<file path="src/rtl/pipe_chain.sv">
// rtl/pipe_chain.sv - chain of valid/ready register slices with flush and occupancy count
module pipe_chain #(
    parameter int  DATA_WIDTH = 32,
    parameter int  STAGES     = 4,
    parameter int  SKID       = 1,
    localparam int CAP        = STAGES * ((SKID != 0) ? 2 : 1),
    localparam int OCC_W      = $clog2(CAP + 1)
) (
    input  logic                  clk,
    input  logic                  rst,
    input  logic                  flush,
    input  logic                  in_valid,
    output logic                  in_ready,
    input  logic [DATA_WIDTH-1:0] in_data,
    output logic                  out_valid,
    input  logic                  out_ready,
    output logic [DATA_WIDTH-1:0] out_data,
    output logic [OCC_W-1:0]      occupancy,
    output logic                  busy
);

    logic [STAGES-1:0]     main_valid_q, main_valid_d;
    logic [STAGES-1:0]     skid_valid_q, skid_valid_d;
    logic [STAGES-1:0]     ready_q, ready_d;
    logic [DATA_WIDTH-1:0] main_data_q [STAGES];
    logic [DATA_WIDTH-1:0] main_data_d [STAGES];
    logic [DATA_WIDTH-1:0] skid_data_q [STAGES];
    logic [DATA_WIDTH-1:0] skid_data_d [STAGES];
    logic [OCC_W-1:0]      occ_q, occ_d;

    // Index i of these is the handshake entering slice i; index STAGES is the chain output.
    logic [STAGES:0]       vld_c;
    logic [STAGES:0]       rdy_c;
    logic [DATA_WIDTH-1:0] dat_c [STAGES+1];
    logic                  up_fire;
    logic                  in_fire, out_fire;

    assign vld_c = {main_valid_q, in_valid};

    always_comb begin
        dat_c[0] = in_data;
        for (int i = 0; i < STAGES; i++) begin
            dat_c[i+1] = main_data_q[i];
        end
    end

    // Skid slices offer a registered ready; single-entry slices chain ready combinationally.
    always_comb begin
        rdy_c         = '0;
        rdy_c[STAGES] = out_ready;
        for (int i = STAGES - 1; i >= 0; i--) begin
            if (SKID != 0) begin
                rdy_c[i] = ready_q[i];
            end else begin
                rdy_c[i] = !main_valid_q[i] | rdy_c[i+1];
            end
        end
    end

    always_comb begin
        main_valid_d = main_valid_q;
        skid_valid_d = skid_valid_q;
        main_data_d  = main_data_q;
        skid_data_d  = skid_data_q;
        up_fire      = 1'b0;
        for (int i = 0; i < STAGES; i++) begin
            up_fire = vld_c[i] & rdy_c[i];
            if (flush) begin
                main_valid_d[i] = 1'b0;
                skid_valid_d[i] = 1'b0;
            end else if (SKID != 0) begin
                if (!main_valid_q[i] || rdy_c[i+1]) begin
                    if (skid_valid_q[i]) begin
                        main_valid_d[i] = 1'b1;
                        main_data_d[i]  = skid_data_q[i];
                        skid_valid_d[i] = 1'b0;
                    end else begin
                        main_valid_d[i] = up_fire;
                        if (up_fire) begin
                            main_data_d[i] = dat_c[i];
                        end
                    end
                end else if (up_fire) begin
                    skid_valid_d[i] = 1'b1;
                    skid_data_d[i]  = dat_c[i];
                end
            end else begin
                if (up_fire) begin
                    main_valid_d[i] = 1'b1;
                    main_data_d[i]  = dat_c[i];
                end else if (rdy_c[i+1]) begin
                    main_valid_d[i] = 1'b0;
                end
            end
        end
        ready_d = ~skid_valid_d;
    end

    assign in_fire  = in_valid & in_ready;
    assign out_fire = out_valid & out_ready;
    assign occ_d    = flush ? '0 : occ_q + OCC_W'(in_fire) - OCC_W'(out_fire);

    always_ff @(posedge clk or posedge rst) begin
        if (rst) begin
            main_valid_q <= '0;
            skid_valid_q <= '0;
            ready_q      <= '1;
            occ_q        <= '0;
            for (int i = 0; i < STAGES; i++) begin
                main_data_q[i] <= '0;
                skid_data_q[i] <= '0;
            end
        end else begin
            main_valid_q <= main_valid_d;
            skid_valid_q <= skid_valid_d;
            ready_q      <= ready_d;
            occ_q        <= occ_d;
            main_data_q  <= main_data_d;
            skid_data_q  <= skid_data_d;
        end
    end

    assign in_ready  = rdy_c[0];
    assign out_valid = vld_c[STAGES];
    assign out_data  = dat_c[STAGES];
    assign occupancy = occ_q;
    assign busy      = (occ_q != '0);

endmodule

</file>
<file path="config.mk">
export PLATFORM = sky130hd
export DESIGN_NAME = pipe_chain
export DESIGN_NICKNAME = d
export VERILOG_FILES = /design/src/rtl/pipe_chain.sv
export SDC_FILE = /design/constraint.sdc
export NUM_CORES = 1
export LEC_CHECK = 0
export BUFFER_PORTS_ARGS = -buffer_cell sky130_fd_sc_hd__buf_2
export CAP_MARGIN = 20
export CORE_ASPECT_RATIO = 1.1
export CORE_UTILIZATION = 65
export DETAILED_ROUTE_END_ITERATION = 16
export GPL_TIMING_DRIVEN = 0
export PLACE_DENSITY = 0.81
export SYNTH_ARGS = -nofsm -noshare
export SYNTH_HDL_FRONTEND = slang
export SYNTH_SLANG_ARGS = --single-unit
export TNS_END_PERCENT = 20
</file>
<file path="constraint.sdc">
create_clock -name clk -period 20.7 [get_ports clk]
set_clock_uncertainty 0.1 [all_clocks]
set_input_delay 3.105 -clock clk [delete_from_list [all_inputs] [get_ports clk]]
set_output_delay 3.105 -clock clk [all_outputs]
set_load 0.005 [all_outputs]
</file>
; Word level (Yosys, flattened, before mapping)
; Cells that the tools add are included.
[op_classes]
n_addsub = 2
mux = 33
bitwise_logic = 11
reduce_logical = 25
[ops]
columns = cell, n
row1 = 32-bit 2-to-1 mux, 8
row2 = 1-bit 2-to-1 mux, 24
row3 = 3-bit AND reduction, 8
row4 = 2-bit nonzero test, 8
row5 = 1-bit bitwise AND, 5
row6 = 1-bit NOT, 5
row7 = 4-bit by 1-bit adder with 4-bit output, 1
row8 = 1-bit logical NOT, 4
row9 = 1-bit logical OR, 4
row10 = 4-bit 2-to-1 mux, 1
row11 = 4-bit NOT, 1
row12 = 4-bit nonzero test, 1
row13 = 4-bit by 1-bit subtractor with 4-bit output, 1
[word_totals]
ff_bits = 272
input_bits = 37
output_inout_bits = 39
wordCells = 86

; Depth between registers and ports, before layout
; Gate-level depths: netlist of the first run.
[depth]
word_depth = 5
mapped_depth = 7
ltp_nobuf = 7

; Least setup slack after synthesis of the first run
; No wires, ideal clock.
[synth_path]
path_type = in2reg
start = input out_ready
end = register occ_q[2] (netlist: occupancy[2])
setup_time_ps = 131
arrival_ps = 4303
path_slack_ps = 16166
stages = 7
path_buffers = 0
cell_sequence = and2_1 ha_1 inv_1 ha_1 fa_1 xnor2_1 nor2_1
[synth_via]
elab_chain_cells = 3
[synth_rtl]
columns = item, line_no
row1 = "start, declared", 16  ; input logic out_ready,
row2 = 1-bit bitwise AND, 100  ; assign out_fire = out_valid & out_ready;
row3 = 4-bit by 1-bit subtractor with 4-bit output, 101  ; assign occ_d = flush ? '0 : occ_q + OCC_W'(in_fire) - OCC_W'(out_fire);
row4 = 4-bit 2-to-1 mux, 101
row5 = named net occ_d[2], 29  ; logic [OCC_W-1:0] occ_q, occ_d;
row6 = "end signal, assigned", 108  ; occ_q <= '0;
row7 = "end signal, assigned", 117  ; occ_q <= occ_d;
row8 = "end, declared", 29
; The timed path passes the listed nets, and every way through them passes these cells.
; A chain may end at the register's enable or synchronous reset.

; Worst setup path after layout of the first run
[layout_path]
start = register occ_q[2] (netlist: occupancy[2])
end = output busy
[layout_via]
elab_chain_cells = 1
[layout_rtl]
columns = item, line_no
row1 = 4-bit nonzero test, 127  ; assign busy = (occ_q != '0);
row2 = "end, declared", 19  ; output logic busy
; Every way passes these cells.

==> out/summary.txt, run 1 <==
Worst R2R Setup Slack = 18520 ps
Fillers = 1109
Fin Hold WS = 388 ps
Crit path time final = 4600 ps
Syn Nets = 833
DRT Wirelength = 22100 um
Postcts setup bufs = 0
Drt first pass iters = 4
Worst r2r dst = dat_c[98]
Drt wl/cell = 19.1 um
R2R cell count = 5
Layout Cell Area excl Fill = 13700 um^2
Flops & latches, synth = 272
Type of origin of the critical path = flop
Register area = 6810 um^2
Fin nets = 940
CP Class = reg -> out
Share of cells above drive strength 1 = 0.584
GPL Wtd Cong = 0.780
Power, Total = 0.00139 W
Total clock buffers created by CTS = 28
Dpl hpwl = 15000 um
Critical path required time = 17500 ps
Area of the multi-input gates = 4700 um^2
Most common cell after layout, fill and taps aside = mux2_2
Vias in the first global route = 7157
Max_cap viols = 0
Clock sink total = 272
Post-synthesis sequential area ratio = 0.565
Worst rel slew slack = 0.504
WHS Endpoint = skid_data_q[24]
Placement Setup Slack = 15690 ps
DR iter-0 viols = 214
Largest family of logic cells by synthesized area = multiplexers
Status = complete, no violations
RSZ-0062 raised after global routing = no
CP top delay family = flip-flops
Initial antenna violation count = 0
Area of the core = 17900 um^2
CP peak stage delay = 380 ps
Hold path start = skid_data_q[24]
Adder-cell area share of the yosys netlist = 0.00686
WHS Path Cells = 1
Vias per inst = 5.63
H-tree lvl count = 1
Max clock buf depth = 3
Hold Fails Final Rpt = 0
Post-synthesis xor/xnor area fraction = 0.000727
Worst Path Arrival = 1390 ps
Critical path buffer and inverter count = 2
Count of pins over their slew limit = 0
P&R area growth vs syn = 13.8%
Placement Cell Area = 12800 um^2
Fmax = 218 MHz
Max IR drop VDD = 0.0000786 V
Vias = 6495
Avg Cell Area, Syn = 15.2 um^2
Final setup viols = 0
Residual DRC = 0
Crit share post-route = 0.222
CTS tree = built
Setup WS post-layout = 16100 ps
Multiplexer share of the synthesized area = 0.359
Die Height = 145 um
Number of I/O port buffers = 75
Most frequent cells in the layout = mux2_2 (341), dfrtp_1 (268), buf_2 (91)
Global-route wire length before repair = 36500 um
Critical-path cell list = inv_1, ha_1, nand3_1, buf_2
Post-cts hold buffer count = 0
# rows = 51
ANT cells = 0
CP Capture Type = output port
CP max stage cell = dfrtp_1
Worst-Margin Slew = 744 ps
Synth Area in Compound Gates = 0.00488
Distinct cells, synth = 27
GRT overflow = 0
# IOs = 76
Mapped Area = 12000 um^2
Clock latency on the worst-skew pair = 530 ps
CTS clk-pin slew, worst paths = 60 ps
Hold crit path type = reg -> reg
Critical R2R Launch = skid_valid_q[0]
Max Fanout on Critical Path = 2
CTS Root Buffer Type = clkbuf_16
Setup tns final = 0 ps
Post-Synth Simple-Gate Area = 0.0191
Pwr Density = 101 nW/um^2
Die area = 19100 um^2
Initial Util = 0.672
Cts repair resizes = 0
Synth Warn # = 0
Lkg Pwr = 6.63 nW
Syn Inst Count = 790
Die extent in x = 132 um
Pin count of the biggest net entering global routing = 114
Global Route Usage Sum = 0.243
Routed Antenna Nets = 0
==> worst max path at each step <==
| stage | from | endpoint | slack, ps | cells past startpoint |
|---|---|---|---|---|
| after floorplan | rst | dat_c[100] | 10010 | 1 |
| after global routing | occupancy[2] | busy | 16030 | 4 |
| after detailed placement | flush | dat_c[98] | 15690 | 5 |
| final | occupancy[2] | busy | 16100 | 4 |
| after global placement | rst | skid_data_q[118] | 7790 | 2 |
| after CTS | occupancy[2] | busy | 16100 | 4 |
==> flip-flops by register name (all words and copies together) (netlist names) <==
register,count
skid_data_q,128
dat_c,96
out_data,32
main_valid_q,4
occupancy,4
ready_q,4
skid_valid_q,4
==> Yosys cell counts, drive strengths merged <==
cell type / n / area share
nand2: 3 / 0.00093
fa: 1 / 0.0017
nand2b: 6 / 0.0031
and2: 1 / 0.00052
inv: 11 / 0.0034
xnor2: 1 / 0.00073
and2b: 1 / 0.00062
a31o: 1 / 0.00073
buf: 62 / 0.037
clkbuf: 12 / 0.0037
a21oi: 10 / 0.0042
nand3: 2 / 0.00083
nand4b: 1 / 0.0012
nor3b: 1 / 0.0016
nor2: 2 / 0.00062
nor2b: 4 / 0.0021
dfstp: 4 / 0.0087
or3: 4 / 0.0021
mux2: 384 / 0.36
ha: 5 / 0.0052
nor3: 6 / 0.0055
dfrtp: 268 / 0.56
==> stage by stage <==
| stage | utilization | std cells |
|---|---|---|
| floorplan | - | 790 |
| global placement | 0.709 | 1103 |
| detailed placement | 0.713 | 1105 |
| CTS | 0.765 | 1154 |
| global route | 0.765 | 1154 |
| finish | 0.765 | 1154 |
==> kinds of logic (layout without fill, tap and decap cells) <==
| logic type | Yosys count | after routing |
|---|---|---|
| AND/OR/NAND/NOR | 31 | 31 |
| multiplexers | 384 | 384 |
| flip-flops | 272 | 272 |
| buffers and inverters | 85 | 211 |
| XOR/XNOR | 1 | 1 |
| adder cells (fa/ha/maj) | 6 | 6 |
| AO/OA/AOI/OAI | 11 | 11 |
==> layer usage <==
layer	vias up	track usage	routed length (um)
li1	2978	-	-
met1	3379	0.294	9040
met2	94	0.449	11900
met3	44	0.0317	598
met4	0	0.0845	567
met5	-	0	0
==> final cells by class <==
type,count,area share
plain buffers,74,0.0357
inverters,11,0.00356
multi-input cells,433,0.343
clock buffers,48,0.0669
repair buffers,77,0.0314
clock inverters,1,0.000821
well taps,238,0.0217
flip-flops and latches,272,0.497
==> power by group <==
part           internal [W]  switching (W)  leakage (nW)  total [W]
Sequential         0.000612      0.0000563          3.56   0.000668
Clock              0.000298       0.000194         0.458   0.000492
Combinational      0.000147      0.0000790          2.61   0.000226
Total               0.00106       0.000329          6.63    0.00139
Note: power is estimated with default switching activity, not from simulation.
==> run 2: changes to the inputs <==
Settings changed: CORE_UTILIZATION 65 to 55, PLACE_DENSITY 0.81 to 0.72.
Clock period 20.7 ns to 3.8 ns, I/O delays scaled along.
==> run 2 against run 1 <==
Against the previous run: combinational power rose to 5.4 times the previous value; sequential power grew to 5.4 times the previous value; global-route usage is 4.0 points lower; die area up 18%; highest routed layer is now met5; via count decreased by 0.12%; largest cell class unchanged; critical path depth stayed put; count of clock-buffer cells in the layout decreased by 9; cell area rose by 1.5%; first-iteration DRC count is 2.3% lower; final cell count rose by 5.4%.
==> out/summary.txt, run 2 (synthesis gave the netlist of run 1 again) <==
Status = complete, no violations
Crit path time final = 2080 ps
Max Fanout on Critical Path = 10
Worst R2R Setup Slack = 1720 ps
Lkg Pwr = 6.70 nW
Count of pins over their slew limit = 0
Drt wl/cell = 17.7 um
Placement Setup Slack = 1420 ps
Worst Path Arrival = 2390 ps
Crit path launch = ready_q[3]
Type of origin of the critical path = flop
Worst-Margin Slew = 691 ps
# rows = 56
DR iter-0 viols = 209
Max IR drop VDD = 0.000381 V
Die area = 22500 um^2
Final setup viols = 0
Max clock buf depth = 3
Pin count of the biggest net entering global routing = 47
P&R area growth vs syn = 15.5%
RSZ-0062 raised after global routing = no
CTS Root Buffer Type = clkbuf_16
Crit share post-route = 0.546
Initial Util = 0.564
Fmax = 482 MHz
Pwr Density = 552 nW/um^2
DRT Wirelength = 21500 um
Most frequent cells in the layout = mux2_2 (341), dfrtp_1 (268), buf_2 (91)
H-tree lvl count = 1
Clock latency on the worst-skew pair = 530 ps
Die extent in x = 143 um
Fin cells = 1216
Residual DRC = 0
GRT overflow = 0
Vias in the first global route = 7155
Hold crit path type = in -> reg
Clock sink total = 272
Setup WS post-layout = 1720 ps
ANT cells = 0
Max_cap viols = 0
Initial antenna violation count = 1
# IOs = 76
Critical R2R Launch = ready_q[3]
Area of the core = 21400 um^2
Post-cts hold buffer count = 1
Critical path required time = 4110 ps
Cts repair resizes = 0
Worst rel slew slack = 0.540
CP Capture Type = flop
Critical-path cell list = a21oi_1, nor3_2, buf_2, mux2_2
Routed Antenna Nets = 0
CTS tree = built
R2R cell count = 4
Die Height = 157 um
CTS clk-pin slew, worst paths = 60 ps
Dpl hpwl = 15100 um
Number of I/O port buffers = 75
Hold Fails Final Rpt = 0
Crit path to = out_data[2]
Vias per inst = 5.33
Largest register by flop count = skid_data_q
Most common cell after layout, fill and taps aside = mux2_2
Drt first pass iters = 4
Worst r2r dst = out_data[2]
Global Route Usage Sum = 0.202
Fin nets = 947
CP peak stage delay = 550 ps
Max reg flops = 128
Global-route wire length before repair = 35700 um
Vias = 6487
Share of cells above drive strength 1 = 0.591
CP Class = reg -> reg
Postcts setup bufs = 0
CP max stage cell = dfstp_2
GPL Wtd Cong = 0.751
Total clock buffers created by CTS = 29
Placed cells = 1162
==> run 2: worst min path at each step <==
stage,slack (ps),start,cells past startpoint,to
2_1_floorplan,350,skid_data_q[18],1,skid_data_q[18]
3_3_place_gp,360,skid_data_q[120],1,skid_data_q[120]
3_5_place_dp,370,skid_data_q[121],1,skid_data_q[121]
4_1_cts,150,in_data[24],2,skid_data_q[120]
5_1_grt,160,in_data[24],2,skid_data_q[120]
6_report,170,in_data[24],2,skid_data_q[120]
==> run 2: area by class of cell <==
class	count	area (um^2)
Clock buffer	39	823
Fill cell	1531	7460
Tap cell	290	363
Sequential cell	272	6810
Buffer	74	489
Multi-Input combinational cell	433	4700
Clock inverter	14	151
Inverter	11	45.0
Timing Repair Buffer	83	526
==> run 2: report_power, final <==
part / internal, W / switching, W / leakage [nW]
clock: 0.00172 / 0.00112 / 0.487
combinational: 0.000806 / 0.000411 / 2.65
sequential: 0.00333 / 0.000293 / 3.56
==> run 2: worst max-delay path: cells and delay by family (launching register included) <==
family,cells,cell delay [ps]
multiplexers,1,380
AND/OR/NAND/NOR,1,420
flip-flops,1,550
AO/OA/AOI/OAI,1,110
buffers and inverters,1,390
==> run 2: per-layer routing <==
layer / share of wire / up-vias / track usage / wire length (um)
li1: - / 3003 / - / -
met1: 0.42 / 3342 / 0.250 / 9130
met2: 0.51 / 91 / 0.359 / 11100
met3: 0.031 / 49 / 0.0310 / 662
met4: 0.031 / 2 / 0.0732 / 664
met5: 0.00056 / - / 0 / 12
==> run 2: metrics by stage <==
stage               cell area, um^2  setup TNS [ps]   util  total power, W  hold slack [ps]
CTS                           13900               0  0.651         0.00779              150
finish                        13900               0  0.651         0.00768              173
floorplan                     12100         -123860      -         0.00449              352
detailed placement            12900               0  0.605         0.00492              370
global route                  13900               0  0.651         0.00806              161
global placement              12800         -461240  0.598         0.00483              364
